--- src/rtl/async_pkg.sv ---
// Shared constants and types for the clocked-to-async link transmitter.
//   ENC_TP / ENC_FP : encoding selectors for the desync ENC parameter
//   RAIL_0 / RAIL_1 : rail indices within one dual-rail bit
//   state_t         : transmitter FSM states
package async_pkg;
  localparam int          RAIL_NUM = 2;
  localparam int          RAIL_0   = 0;  // zero-rail
  localparam int          RAIL_1   = 1;  // one-rail
  localparam logic [15:0] ENC_TP   = "TP";
  localparam logic [15:0] ENC_FP   = "FP";

  typedef enum logic [1:0] {IDLE, SEND, RTZ} state_t;
endpackage

--- src/rtl/desync_ack_sync.sv ---
// Two-flop synchroniser for the receiver's completion acknowledge.
//   clk : sampling clock
//   rst : synchronous active-high reset, both flops clear to 0
//   d   : asynchronous input
//   q   : synchronised output, two clk cycles of latency
module ack_sync (
  input  logic clk,
  input  logic rst,
  input  logic d,
  output logic q
);
  logic meta_q, sync_q;

  always_ff @(posedge clk) begin
    if (rst) begin
      meta_q <= 1'b0;
      sync_q <= 1'b0;
    end else begin
      meta_q <= d;
      sync_q <= meta_q;
    end
  end

  assign q = sync_q;
endmodule

--- src/rtl/desync.sv ---
// Clocked-to-async dual-rail link transmitter. Words arrive on valid/ready,
// are buffered in a small circular FIFO, and are launched one token at a time
// onto a dual-rail link, paced by the receiver's completion acknowledge.
//   clk      : single clock
//   rst      : synchronous active-high reset (abandons any token, flushes FIFO)
//   in_valid : upstream word valid
//   in_ready : registered !full; low while in reset
//   in       : upstream word
//   out      : dual-rail link, out[b][1] one-rail, out[b][0] zero-rail
//   ack_i    : receiver completion ack, asynchronous to clk
//   err      : sticky ack-timeout flag
// Optional feature macro: DESYNC_TIMEOUT_EN enables the ack watchdog driving
// err; without it err is tied 0.
module desync
  import async_pkg::*;
#(
  parameter logic [15:0] ENC     = ENC_TP,
  parameter int          WIDTH   = 1,
  parameter int          DEPTH   = 4,
  parameter int          TIMEOUT = 1024
) (
  input  logic                             clk,
  input  logic                             rst,
  input  logic                             in_valid,
  output logic                             in_ready,
  input  logic [WIDTH-1:0]                 in,
  output logic [WIDTH-1:0][RAIL_NUM-1:0]   out,
  input  logic                             ack_i,
  output logic                             err
);
  localparam int         PW       = $clog2(DEPTH);
  localparam logic [PW:0] FULL_CNT = (PW+1)'(DEPTH);
  localparam bit         IS_FP    = (ENC == ENC_FP);

  logic                           ack_s;
  state_t                         state_q, state_d;
  logic [WIDTH-1:0][RAIL_NUM-1:0] out_q, out_d;
  logic                           phase_q, phase_d;
  logic                           in_ready_q;
  logic [WIDTH-1:0]               mem_q [DEPTH];
  logic [PW:0]                    wptr_q, wptr_d, rptr_q, rptr_d;
  logic                           push, pop, empty;
  logic [WIDTH-1:0]               head;

  ack_sync u_ack_sync (.clk(clk), .rst(rst), .d(ack_i), .q(ack_s));

  // ---------------- FIFO ----------------
  assign push   = in_valid & in_ready_q;
  assign empty  = (wptr_q == rptr_q);
  assign head   = mem_q[rptr_q[PW-1:0]];
  assign wptr_d = wptr_q + {{PW{1'b0}}, push};
  assign rptr_d = rptr_q + {{PW{1'b0}}, pop};

  always_ff @(posedge clk) begin
    if (push) mem_q[wptr_q[PW-1:0]] <= in;
  end

  always_ff @(posedge clk) begin
    if (rst) begin
      wptr_q     <= '0;
      rptr_q     <= '0;
      in_ready_q <= 1'b0;
    end else begin
      wptr_q     <= wptr_d;
      rptr_q     <= rptr_d;
      // Registered from the post-edge occupancy, so in_ready == !full.
      in_ready_q <= ((wptr_d - rptr_d) != FULL_CNT);
    end
  end

  assign in_ready = in_ready_q;

  // ---------------- FSM: state register ----------------
  always_ff @(posedge clk) begin
    if (rst) begin
      state_q <= IDLE;
      out_q   <= '0;
      phase_q <= 1'b0;
    end else begin
      state_q <= state_d;
      out_q   <= out_d;
      phase_q <= phase_d;
    end
  end

  // ---------------- FSM: next state ----------------
  always_comb begin
    state_d = state_q;
    unique case (state_q)
      IDLE: if (!empty) state_d = SEND;
      SEND: begin
        if (IS_FP) begin
          if (ack_s) state_d = RTZ;
        end else if (ack_s == ~phase_q) begin
          state_d = IDLE;
        end
      end
      RTZ:  if (!ack_s) state_d = IDLE;
      default: state_d = IDLE;
    endcase
  end

  // ---------------- FSM: outputs ----------------
  // ack_s activity in IDLE/RTZ never touches phase; only a completed TP
  // handshake in SEND advances it.
  always_comb begin
    out_d   = out_q;
    phase_d = phase_q;
    pop     = 1'b0;
    unique case (state_q)
      IDLE: begin
        if (!empty) begin
          pop = 1'b1;
          for (int b = 0; b < WIDTH; b++) begin
            if (IS_FP) out_d[b] = {head[b], ~head[b]};
            else       out_d[b][head[b]] = ~out_q[b][head[b]];
          end
        end
      end
      SEND: begin
        if (IS_FP) begin
          if (ack_s) out_d = '0;  // spacer
        end else if (ack_s == ~phase_q) begin
          phase_d = ~phase_q;
        end
      end
      default: ;
    endcase
  end

  assign out = out_q;

  // ---------------- ack watchdog ----------------
`ifdef DESYNC_TIMEOUT_EN
  logic [15:0] tmo_q, tmo_d;
  logic        err_q, err_d;

  always_comb begin
    tmo_d = tmo_q;
    err_d = err_q;
    if (state_d != state_q) begin
      tmo_d = '0;
    end else if (state_q != IDLE) begin
      if (tmo_q != '1) tmo_d = tmo_q + 16'd1;
      if (tmo_q == 16'(TIMEOUT - 1)) err_d = 1'b1;
    end
  end

  always_ff @(posedge clk) begin
    if (rst) begin
      tmo_q <= '0;
      err_q <= 1'b0;
    end else begin
      tmo_q <= tmo_d;
      err_q <= err_d;
    end
  end

  assign err = err_q;
`else
  assign err = 1'b0;
`endif
endmodule

--- config.mk ---
export PLATFORM = sky130hd
export DESIGN_NAME = desync
export DESIGN_NICKNAME = d
export VERILOG_FILES = /design/src/rtl/async_pkg.sv /design/src/rtl/desync_ack_sync.sv /design/src/rtl/desync.sv
export SDC_FILE = /design/constraint.sdc
export NUM_CORES = 1
export LEC_CHECK = 0
export CAP_MARGIN = 20
export CORE_UTILIZATION = 57
export DETAILED_ROUTE_END_ITERATION = 16
export PLACE_DENSITY = 0.88
export RECOVER_POWER = 25
export SLEW_MARGIN = 10
export SYNTH_ARGS = -nofsm -noshare
export SYNTH_HDL_FRONTEND = slang
export SYNTH_SLANG_ARGS = --single-unit
export TNS_END_PERCENT = 50
--- constraint.sdc ---
create_clock -name clk -period 3.2 [get_ports clk]
set_input_delay 0.32 -clock clk [delete_from_list [all_inputs] [get_ports clk]]
set_output_delay 0.32 -clock clk [all_outputs]
set_load 0.1 [all_outputs]
==> key figures, run 1 <==
STA
  • Final Slew Violations: 0
  • RSZ-0062 raised after global routing: no
  • Setup violators final: 0
  • Rel. slew slack: 35.6%
  • Max frequency: 427 MHz
  • Fin crit share: 73.2%
  • Hold Fails Final Rpt: 0
  • Setup_tns: 0 ps
  • Worst Max-Slew Pin Slew: 963 ps
  • Layout Skew: 6.76 ps
  • Final critical path time including I/O delays and setup: 2340 ps

Global routing
  • Total gr overflow: 0
  • Vias in the first global route: 547
  • Initial antenna violation count: 0
  • Wire length of the first global-routing pass: 2.24 mm
  • Largest net degree at the start of global routing: 18
  • Gr usage total: 21.7%

Yosys
  • Main combinational cell family by area after synthesis: simple AND/OR/NAND/NOR gates
  • Post-synth EDFFs: 4
  • Simple-Gate Fraction of Synth Area: 18.7%
  • Mapped cell area: 817 µm²
  • Async S/R FF share, synth: 0%
  • Post-synth top flop: dfxtp_1
  • Synth top area cells: dfxtp_1 32%, edfxtp_1 15%, ha_1 9.2%
  • Synth cell types: 30
  • Count leader, synth: dfxtp_1
  • Syn Inst Count: 74
  • Synth Area in Compound Gates: 7.04%
  • Seq/Total Area, Yosys: 46.6%
  • Post-synthesis xor/xnor area fraction: 11.3%
  • Mux contribution to synthesized area: 3.98%
  • Flip-flop and latch count after synthesis: 17
  • Yosys top cell area share: 31.9%
  • Most frequent cells after synthesis: 13 x dfxtp_1, 6 x ha_1, 6 x nor2b_1, 6 x xnor2_1, 5 x nor2_1
  • Post-synth top area cell: dfxtp_1
  • Synth Area in Adders: 9.19%
  • Yosys Warn Count: 0
  • Syn avg cell area: 11.0 µm²
  • Synth Net Count: 85

Layout
  • Final Cell Area: 922 µm²
  • Register area: 380 µm²
  • Final nets: 95
  • Final cell count without fillers: 98
  • Synth-to-Final Area Change: 12.9%
  • Finished Core Util: 70.0%
  • Fillers: 104
  • Share of layout cells above drive strength 1: 7.23%
  • N_diodes: 0
  • Multi-input logic area: 414 µm²

Status
  • Status: complete, no violations

Placement
  • Port bufs: 7
  • DP Area: 895 µm²
  • Post-DP HPWL: 970 µm
  • # placed instances: 94
  • GP Congestion: 0.694

Power
  • Logic gate share of total power: 46.6%
  • Leakage: 0.384 nW
  • Clk network pwr share: 14.8%
  • Sequential share of power: 38.5%
  • Peak supply drop: 0.583 mV
  • PD cells: 853 nW/µm²
  • Pint: 0.000461 W
  • Psw: 0.000326 W
  • Switch share: 41.4%

Drt
  • WL/cell: 13.3 µm
  • Total wire length: 1.31 mm
  • Residual DRC count: 0
  • Drt pass-1 iters: 5
  • DR vias/cell: 5.65
  • Number of nets with antenna violations after detailed routing: 0
  • DR vias: 554
  • DRT iter0 DRCs: 11

Floorplanning
  • Row Count: 13
  • Core area: 1320 µm²
  • I/O Pins: 9
  • Full die area: 1590 µm²
  • Die height: 39.9 µm
  • Starting Density: 62.0%
  • Die X: 39.9 µm

Worst setup path
  • Required @ worst endpoint: 3430 ps
  • Most used cell, CP: ha_1
  • Slowest Stage Delay on Critical Path: 380 ps
  • Crit. End Element: register
  • Crit path cell chain: xnor2_1, a31oi_1, ha_1, ha_1, inv_1, ha_1, nand2b_1, xnor3_1, a31oi_1
  • Critical Path Sink: in_ready
  • CP startpoint: wptr_q[1]
  • Reg2reg setup slack: 860 ps
  • Worst Path Arrival: 2570 ps
  • Setup CP Type: reg -> reg
  • Critical Path Start Type: register
  • Reg2Reg Capture Point: in_ready
  • FF-to-FF Start: wptr_q[1]
  • Worst Reg-to-Reg Cells: 9
  • Slowest CP cell: dfxtp_1
  • Worst-path fanout max: 6

Clocking
  • Reg clk slew, reported paths: 100 ps
  • CTS tree: done
  • Worst skew pair latency: 300 ps
  • Setup Buffers After CTS: 0
  • Clock Sink Count: 17
  • Num CTS Buffers: 3
  • Hold_buf cts: 0
  • Post-CTS sizing: 0
  • Total number of H-tree levels: 1
  • Clock Path Buffers: 2
  • Clock root cell: clkbuf_4

Hold path
  • HP Start: u_ack_sync.meta_q
  • Hold Crit Class: reg -> reg

Job
  • Number of max-cap violations: 0
cell usage in the layout, fill, tap and decap left out, types with 3 or more instances in the layout:
cell	instances
dfxtp_1	13
xnor2_1	6
nor2b_1	6
ha_1	6
nor2_1	5
clkdlybuf4s50_1	4
edfxtp_1	4
inv_1	3
nand2_1	3
clkbuf_4	3
dlygate4sd3_1	3
critical path, delay by kind of cell, from the launching register on:
| family | cells | cell delay [ps] |
|---|---|---|
| AND/OR/NAND/NOR | 1 | 140 |
| adder cells (fa/ha/maj) | 3 | 670 |
| AO/OA/AOI/OAI | 2 | 340 |
| flip-flops | 1 | 380 |
| buffers and inverters | 1 | 50 |
| XOR/XNOR | 2 | 710 |
cell type report:
cell class / count / area share (%)
Clock buffer: 3 / 2.44
Timing Repair Buffer: 7 / 7.60
Clock inverter: 1 / 0.543
Tap cell: 15 / 2.04
Inverter: 3 / 1.22
Multi-Input combinational cell: 52 / 44.9
Sequential cell: 17 / 41.2
flip-flops by register name (all words and copies together), names as in the netlist:
signal / count
in_ready: 1
out: 2
u_ack_sync.meta_q: 1
wptr_q: 3
rptr_q: 3
phase_q: 1
u_ack_sync.q: 1
state_q: 1
mem_q: 4
cell families (layout without fill, tap and decap cells):
kind of cell               Yosys count  in the layout
AOI/OAI and AO/OA                    7              7
xor gates and xnor gates             9              9
adders and majority gates            6              6
buffers and inverters                5             14
DFF                                 17             17
muxes                                2              2
other                                1              1
and+or+nand+nor                     27             27
per-stage QoR:
stage	power (W)	worst slack, ps	hold WS, ps
after detailed placement	0.000680	871	425
after floorplan	0.000596	727	392
final	0.000787	859	450
after CTS	0.000790	851	449
after global placement	0.000658	962	418
after global routing	0.000839	666	489
layer usage:
metal / routed length (µm) / vias up / global-route usage [%]
li1: - / 279 / -
met1: 552 / 259 / 22.9
met2: 684 / 12 / 37.9
met3: 41 / 4 / 5.11
met4: 30 / 0 / 12.9
met5: 0 / - / 0
power by group through the flow:
stage / registers (W) / logic (W) / clock network [W]
3_3_place_gp: 0.000307 / 0.000352 / 0
6_report: 0.000303 / 0.000367 / 0.000117
2_1_floorplan: 0.000397 / 0.000199 / 0
5_1_grt: 0.000312 / 0.000401 / 0.000127
3_5_place_dp: 0.000309 / 0.000371 / 0
4_1_cts: 0.000304 / 0.000371 / 0.000116
how the worst min path moves through the flow:
stage	endpoint	depth (start not counted)
6_report	u_ack_sync.q	1
5_1_grt	u_ack_sync.q	1
4_1_cts	u_ack_sync.q	1
3_5_place_dp	u_ack_sync.q	1
3_3_place_gp	u_ack_sync.q	1
2_1_floorplan	rptr_q[0]	1
Power figures use the tool's default switching activity.
==> inputs of run 2 (changes only) <==
--- a/config.mk
+++ b/config.mk
@@ -6,9 +6,9 @@
 export NUM_CORES = 1
 export LEC_CHECK = 0
 export CAP_MARGIN = 20
-export CORE_UTILIZATION = 57
+export CORE_UTILIZATION = 48
 export DETAILED_ROUTE_END_ITERATION = 16
-export PLACE_DENSITY = 0.88
+export PLACE_DENSITY = 0.79
 export RECOVER_POWER = 25
 export SLEW_MARGIN = 10
 export SYNTH_ARGS = -nofsm -noshare
==> constraint.sdc (replaced) <==
create_clock -name clk -period 2.1 [get_ports clk]
set_input_delay 0.21 -clock clk [delete_from_list [all_inputs] [get_ports clk]]
set_output_delay 0.21 -clock clk [all_outputs]
set_load 0.1 [all_outputs]
==> key figures, run 2 (synthesis results as in run 1) <==
Status
  • Status: complete, no violations

Global routing
  • Total gr overflow: 0
  • Largest net degree at the start of global routing: 12
  • Wire length of the first global-routing pass: 2.43 mm
  • Vias in the first global route: 614
  • Gr usage total: 17.9%
  • Initial antenna violation count: 0

STA
  • Fin crit share: 90.3%
  • Layout Skew: 0.944 ps
  • Final Slew Violations: 0
  • Final worst setup slack: 204 ps
  • RSZ-0062 raised after global routing: no
  • Setup violators final: 0
  • Final critical path time including I/O delays and setup: 1900 ps
  • Max frequency: 528 MHz
  • Hold Fails Final Rpt: 0

Clocking
  • Hold_buf cts: 0
  • CTS tree: done
  • Total number of H-tree levels: 1
  • Reg clk slew, reported paths: 100 ps
  • Clock Path Buffers: 2
  • Worst skew pair latency: 290 ps
  • Num CTS Buffers: 3
  • Clock Sink Count: 17
  • Clock root cell: clkbuf_4
  • Setup Buffers After CTS: 0

Layout
  • Fillers: 131
  • Share of layout cells above drive strength 1: 30.2%
  • Commonest non-fill, non-tap cell in the layout: buf_4
  • Synth-to-Final Area Change: 28.5%
  • Max reg flops: 4
  • Final Cell Area: 1050 µm²
  • Most frequent cells in the layout: 16 x buf_4, 11 x dfxtp_1, 6 x nor2b_1
  • Final nets: 108
  • N_diodes: 0
  • Register area: 385 µm²
  • Multi-input logic area: 445 µm²

Placement
  • Post-DP HPWL: 1.07 mm
  • DP Area: 1000 µm²
  • Port bufs: 7
  • Place WS: -19.3 ps
  • GP Congestion: 0.795

Drt
  • DR vias: 598
  • WL/cell: 12.1 µm
  • DRT iter0 DRCs: 2
  • Total wire length: 1.35 mm
  • Drt pass-1 iters: 2
  • Residual DRC count: 0
  • DR vias/cell: 5.34
  • Number of nets with antenna violations after detailed routing: 0

Power
  • Peak supply drop: 0.927 mV
  • Leakage: 0.456 nW
  • PD cells: 1230 nW/µm²

Worst setup path
  • Crit path cell chain: xnor2_2, a31oi_2, ha_2, ha_1, inv_1, ha_1, nand2b_1, xnor3_1, a31oi_1
  • Critical path buffer and inverter count: 1
  • Worst Path Arrival: 2110 ps
  • Critical Path Start Type: register
  • Most used cell, CP: ha_1
  • Setup CP Type: reg -> reg
  • Reg2reg setup slack: 200 ps
  • Crit. End Element: register
  • Required @ worst endpoint: 2310 ps
  • Top Family by Delay on Critical Path: adder cells
  • Worst-path fanout max: 2
  • Slowest Stage Delay on Critical Path: 350 ps
  • Slowest CP cell: dfxtp_2

Job
  • Number of max-cap violations: 0

Floorplanning
  • Die height: 43.3 µm
  • Row Count: 14
  • Die X: 43.3 µm
  • Full die area: 1870 µm²
  • I/O Pins: 9
  • Starting Density: 53.0%
  • Core area: 1540 µm²

Hold path
  • Hold Crit Class: reg -> reg
run 2: cell count changes in the layout (fill, tap and decap cells not counted), moves of 2 or more:
| cell | previous run | this run |
|---|---|---|
| xnor2_2 | 0 | 3 |
| xnor2_1 | 6 | 3 |
| buf_4 | 0 | 16 |
| clkdlybuf4s50_1 | 4 | 2 |
| dfxtp_1 | 13 | 11 |
run 2: stage by stage:
stage	total power [W]	TNS [ps]	std cells	hold slack (ps)	utilization (%)
detailed placement	0.00114	-19.3	108	442	65.2
CTS	0.00132	0	112	464	67.5
global placement	0.00113	0	108	419	65.2
finish	0.00130	0	112	465	68.1
global route	0.00138	0	112	477	68.1
floorplan	0.000931	0	74	282	-
run 2: repair_timing:
action | CTS | global route
resized for setup | 1 | 3
pin swaps | 0 | 4
gates cloned | 0 | 0
endpoints found under the hold margin | 0 | 0
endpoints found under the setup margin | 1 | 1
run 2: cell type report:
class	count	share of cell area (%)
inverter	3	1.07
sequential	17	36.7
multi-input combinational	52	42.4
timing repair buffer	20	15.3
clock inverter	1	0.477
clock buffer	3	2.15
tap	16	1.91
run 2: routing by layer:
layer	up-vias	part of all wire, %	GRT usage [%]
li1	304	-	-
met1	282	42	18.6
met2	10	55	33.7
met3	2	2.7	2.55
met4	0	0.67	9.09
met5	-	0	0
run 2: where the power goes:
part	internal, W	total, W	leakage [nW]	switching (W)
clock	0.0000708	0.000172	0.0177	0.000102
combinational	0.000300	0.000678	0.295	0.000378
sequential	0.000403	0.000446	0.144	0.0000428
run 2: final timing paths:
path,start,to,cells past startpoint
worst min-delay path,u_ack_sync.meta_q,u_ack_sync.q,1
worst min register to register,u_ack_sync.meta_q,u_ack_sync.q,1
worst max register to register,wptr_q[2],in_ready,9
worst max-delay path,wptr_q[2],in_ready,9
==> inputs of run 3 (changes only) <==
--- a/config.mk
+++ b/config.mk
@@ -8,6 +8,7 @@
 export CAP_MARGIN = 20
 export CORE_UTILIZATION = 48
 export DETAILED_ROUTE_END_ITERATION = 16
+export GPL_TIMING_DRIVEN = 0
 export PLACE_DENSITY = 0.79
 export RECOVER_POWER = 25
 export SLEW_MARGIN = 10
==> key figures, run 3 (synthesis results as in run 1) <==
Status
  • Status: complete, no violations

Floorplanning
  • I/O Pins: 9
  • Core area: 1540 µm²
  • Die X: 43.3 µm
  • Starting Density: 53.0%
  • Full die area: 1870 µm²
  • Die height: 43.3 µm
  • Row Count: 14

Worst setup path
  • Worst Reg-to-Reg Cells: 9
  • Setup CP Type: reg -> out
  • Top Family by Delay on Critical Path: buffers and inverters
  • Critical Path Start Type: register
  • Slowest Stage Delay on Critical Path: 1140 ps
  • Slowest CP cell: clkdlybuf4s50_1
  • Crit path cell chain: clkdlybuf4s50_1
  • Worst-path fanout max: 4
  • Crit path depth: 1
  • Critical path buffer and inverter count: 1
  • Worst Path Arrival: 1810 ps
  • Crit. End Element: output pin
  • Required @ worst endpoint: 1890 ps

Layout
  • Synth-to-Final Area Change: 33.4%
  • N_diodes: 0
  • Final nets: 105
  • Commonest non-fill, non-tap cell in the layout: buf_4
  • Share of layout cells above drive strength 1: 28.0%
  • Max reg flops: 4
  • Most frequent cells in the layout: 9 x buf_4, 6 x nor2b_1, 6 x ha_1, 6 x dfxtp_1

Job
  • Number of max-cap violations: 0

Drt
  • DRT iter0 DRCs: 5
  • Number of nets with antenna violations after detailed routing: 0
  • DR vias/cell: 5.41
  • WL/cell: 13.3 µm
  • DR vias: 590
  • Drt pass-1 iters: 4
  • Total wire length: 1.45 mm
  • Residual DRC count: 0

Clocking
  • Hold_buf cts: 0
  • Clock Sink Count: 17
  • Clock Path Buffers: 2
  • Num CTS Buffers: 3
  • Worst skew pair latency: 290 ps
  • Clock root cell: clkbuf_4
  • Reg clk slew, reported paths: 110 ps
  • Total number of H-tree levels: 1
  • CTS tree: done

Global routing
  • Largest net degree at the start of global routing: 12
  • Total gr overflow: 0
  • Initial antenna violation count: 0
  • Gr usage total: 16.3%
  • Wire length of the first global-routing pass: 2.27 mm
  • Vias in the first global route: 535

Placement
  • Port bufs: 7
  • Place WS: -195 ps
  • Post-DP HPWL: 889 µm
  • GP Congestion: 0.785

STA
  • Fin Hold WS: 459 ps
  • Rel. slew slack: 35.8%
  • Final Slew Violations: 0
  • Final worst setup slack: 77.2 ps
  • Hold Fails Final Rpt: 0
  • Worst Max-Slew Pin Slew: 959 ps
  • RSZ-0062 raised after global routing: no
  • Setup violators final: 0
  • Max frequency: 494 MHz
  • Fin crit share: 96.3%
  • Final critical path time including I/O delays and setup: 2020 ps
  • Layout Skew: 2.02 ps

Hold path
  • Hold Crit Class: reg -> reg
  • Hold Path Stages: 1

Power
  • PD cells: 1240 nW/µm²
  • Peak supply drop: 0.955 mV
  • Leakage: 0.441 nW
run 3: what timing repair did:
action | 4_1_cts | 5_1_grt
endpoints found under the setup margin | 1 | 1
buffers inserted | 6 | 2
pin swaps | 5 | 5
gates resized for setup | 12 | 4
cloned | 0 | 0
run 3: final cells by class:
type | instances | area [µm²]
clock inverter | 1 | 7.51
clock buffer | 3 | 22.5
tap | 16 | 20.0
buffer | 2 | 11.3
fill | 108 | 452
inverter | 3 | 11.3
timing repair buffer | 15 | 130
multi-input combinational | 52 | 485
sequential | 17 | 402
run 3: report_power, final:
group | switching [W] | internal, W | total [W] | leakage [nW]
logic | 0.000362 | 0.000315 | 0.000677 | 0.280
registers | 0.0000880 | 0.000409 | 0.000497 | 0.147
clock network | 0.000109 | 0.0000723 | 0.000181 | 0.0139
total | 0.000559 | 0.000796 | 0.00135 | 0.441
run 3: final timing paths:
kind | slack [ps] | endpoint | start
worst max-delay path | 80 | out[1] | out[1]
worst min-delay path | 460 | u_ack_sync.q | u_ack_sync.meta_q
worst max register to register | 120 | in_ready | rptr_q[1]
worst min register to register | 460 | u_ack_sync.q | u_ack_sync.meta_q
run 3: layer usage:
layer / vias to the layer above / track usage (%) / wire length, µm / share of wire, %
met4: 0 / 7.88 / 20 / 1.4
met3: 2 / 6.38 / 74 / 5.1
met1: 273 / 19.6 / 651 / 45
li1: 298 / - / - / -
met5: - / 0 / 0 / 0
met2: 17 / 25.4 / 702 / 48
run 3: per-stage QoR:
stage                     TNS [ps]  cell area, µm²  power (W)  utilization [%]  instances
after floorplan                  0             836   0.000931                -         74
after global placement        -182             926    0.00103             60.1         97
after detailed placement      -195             926    0.00104             60.1         97
after CTS                        0            1040    0.00131             67.5        107
after global routing             0            1090    0.00144             70.7        109
final                            0            1090    0.00135             70.7        109
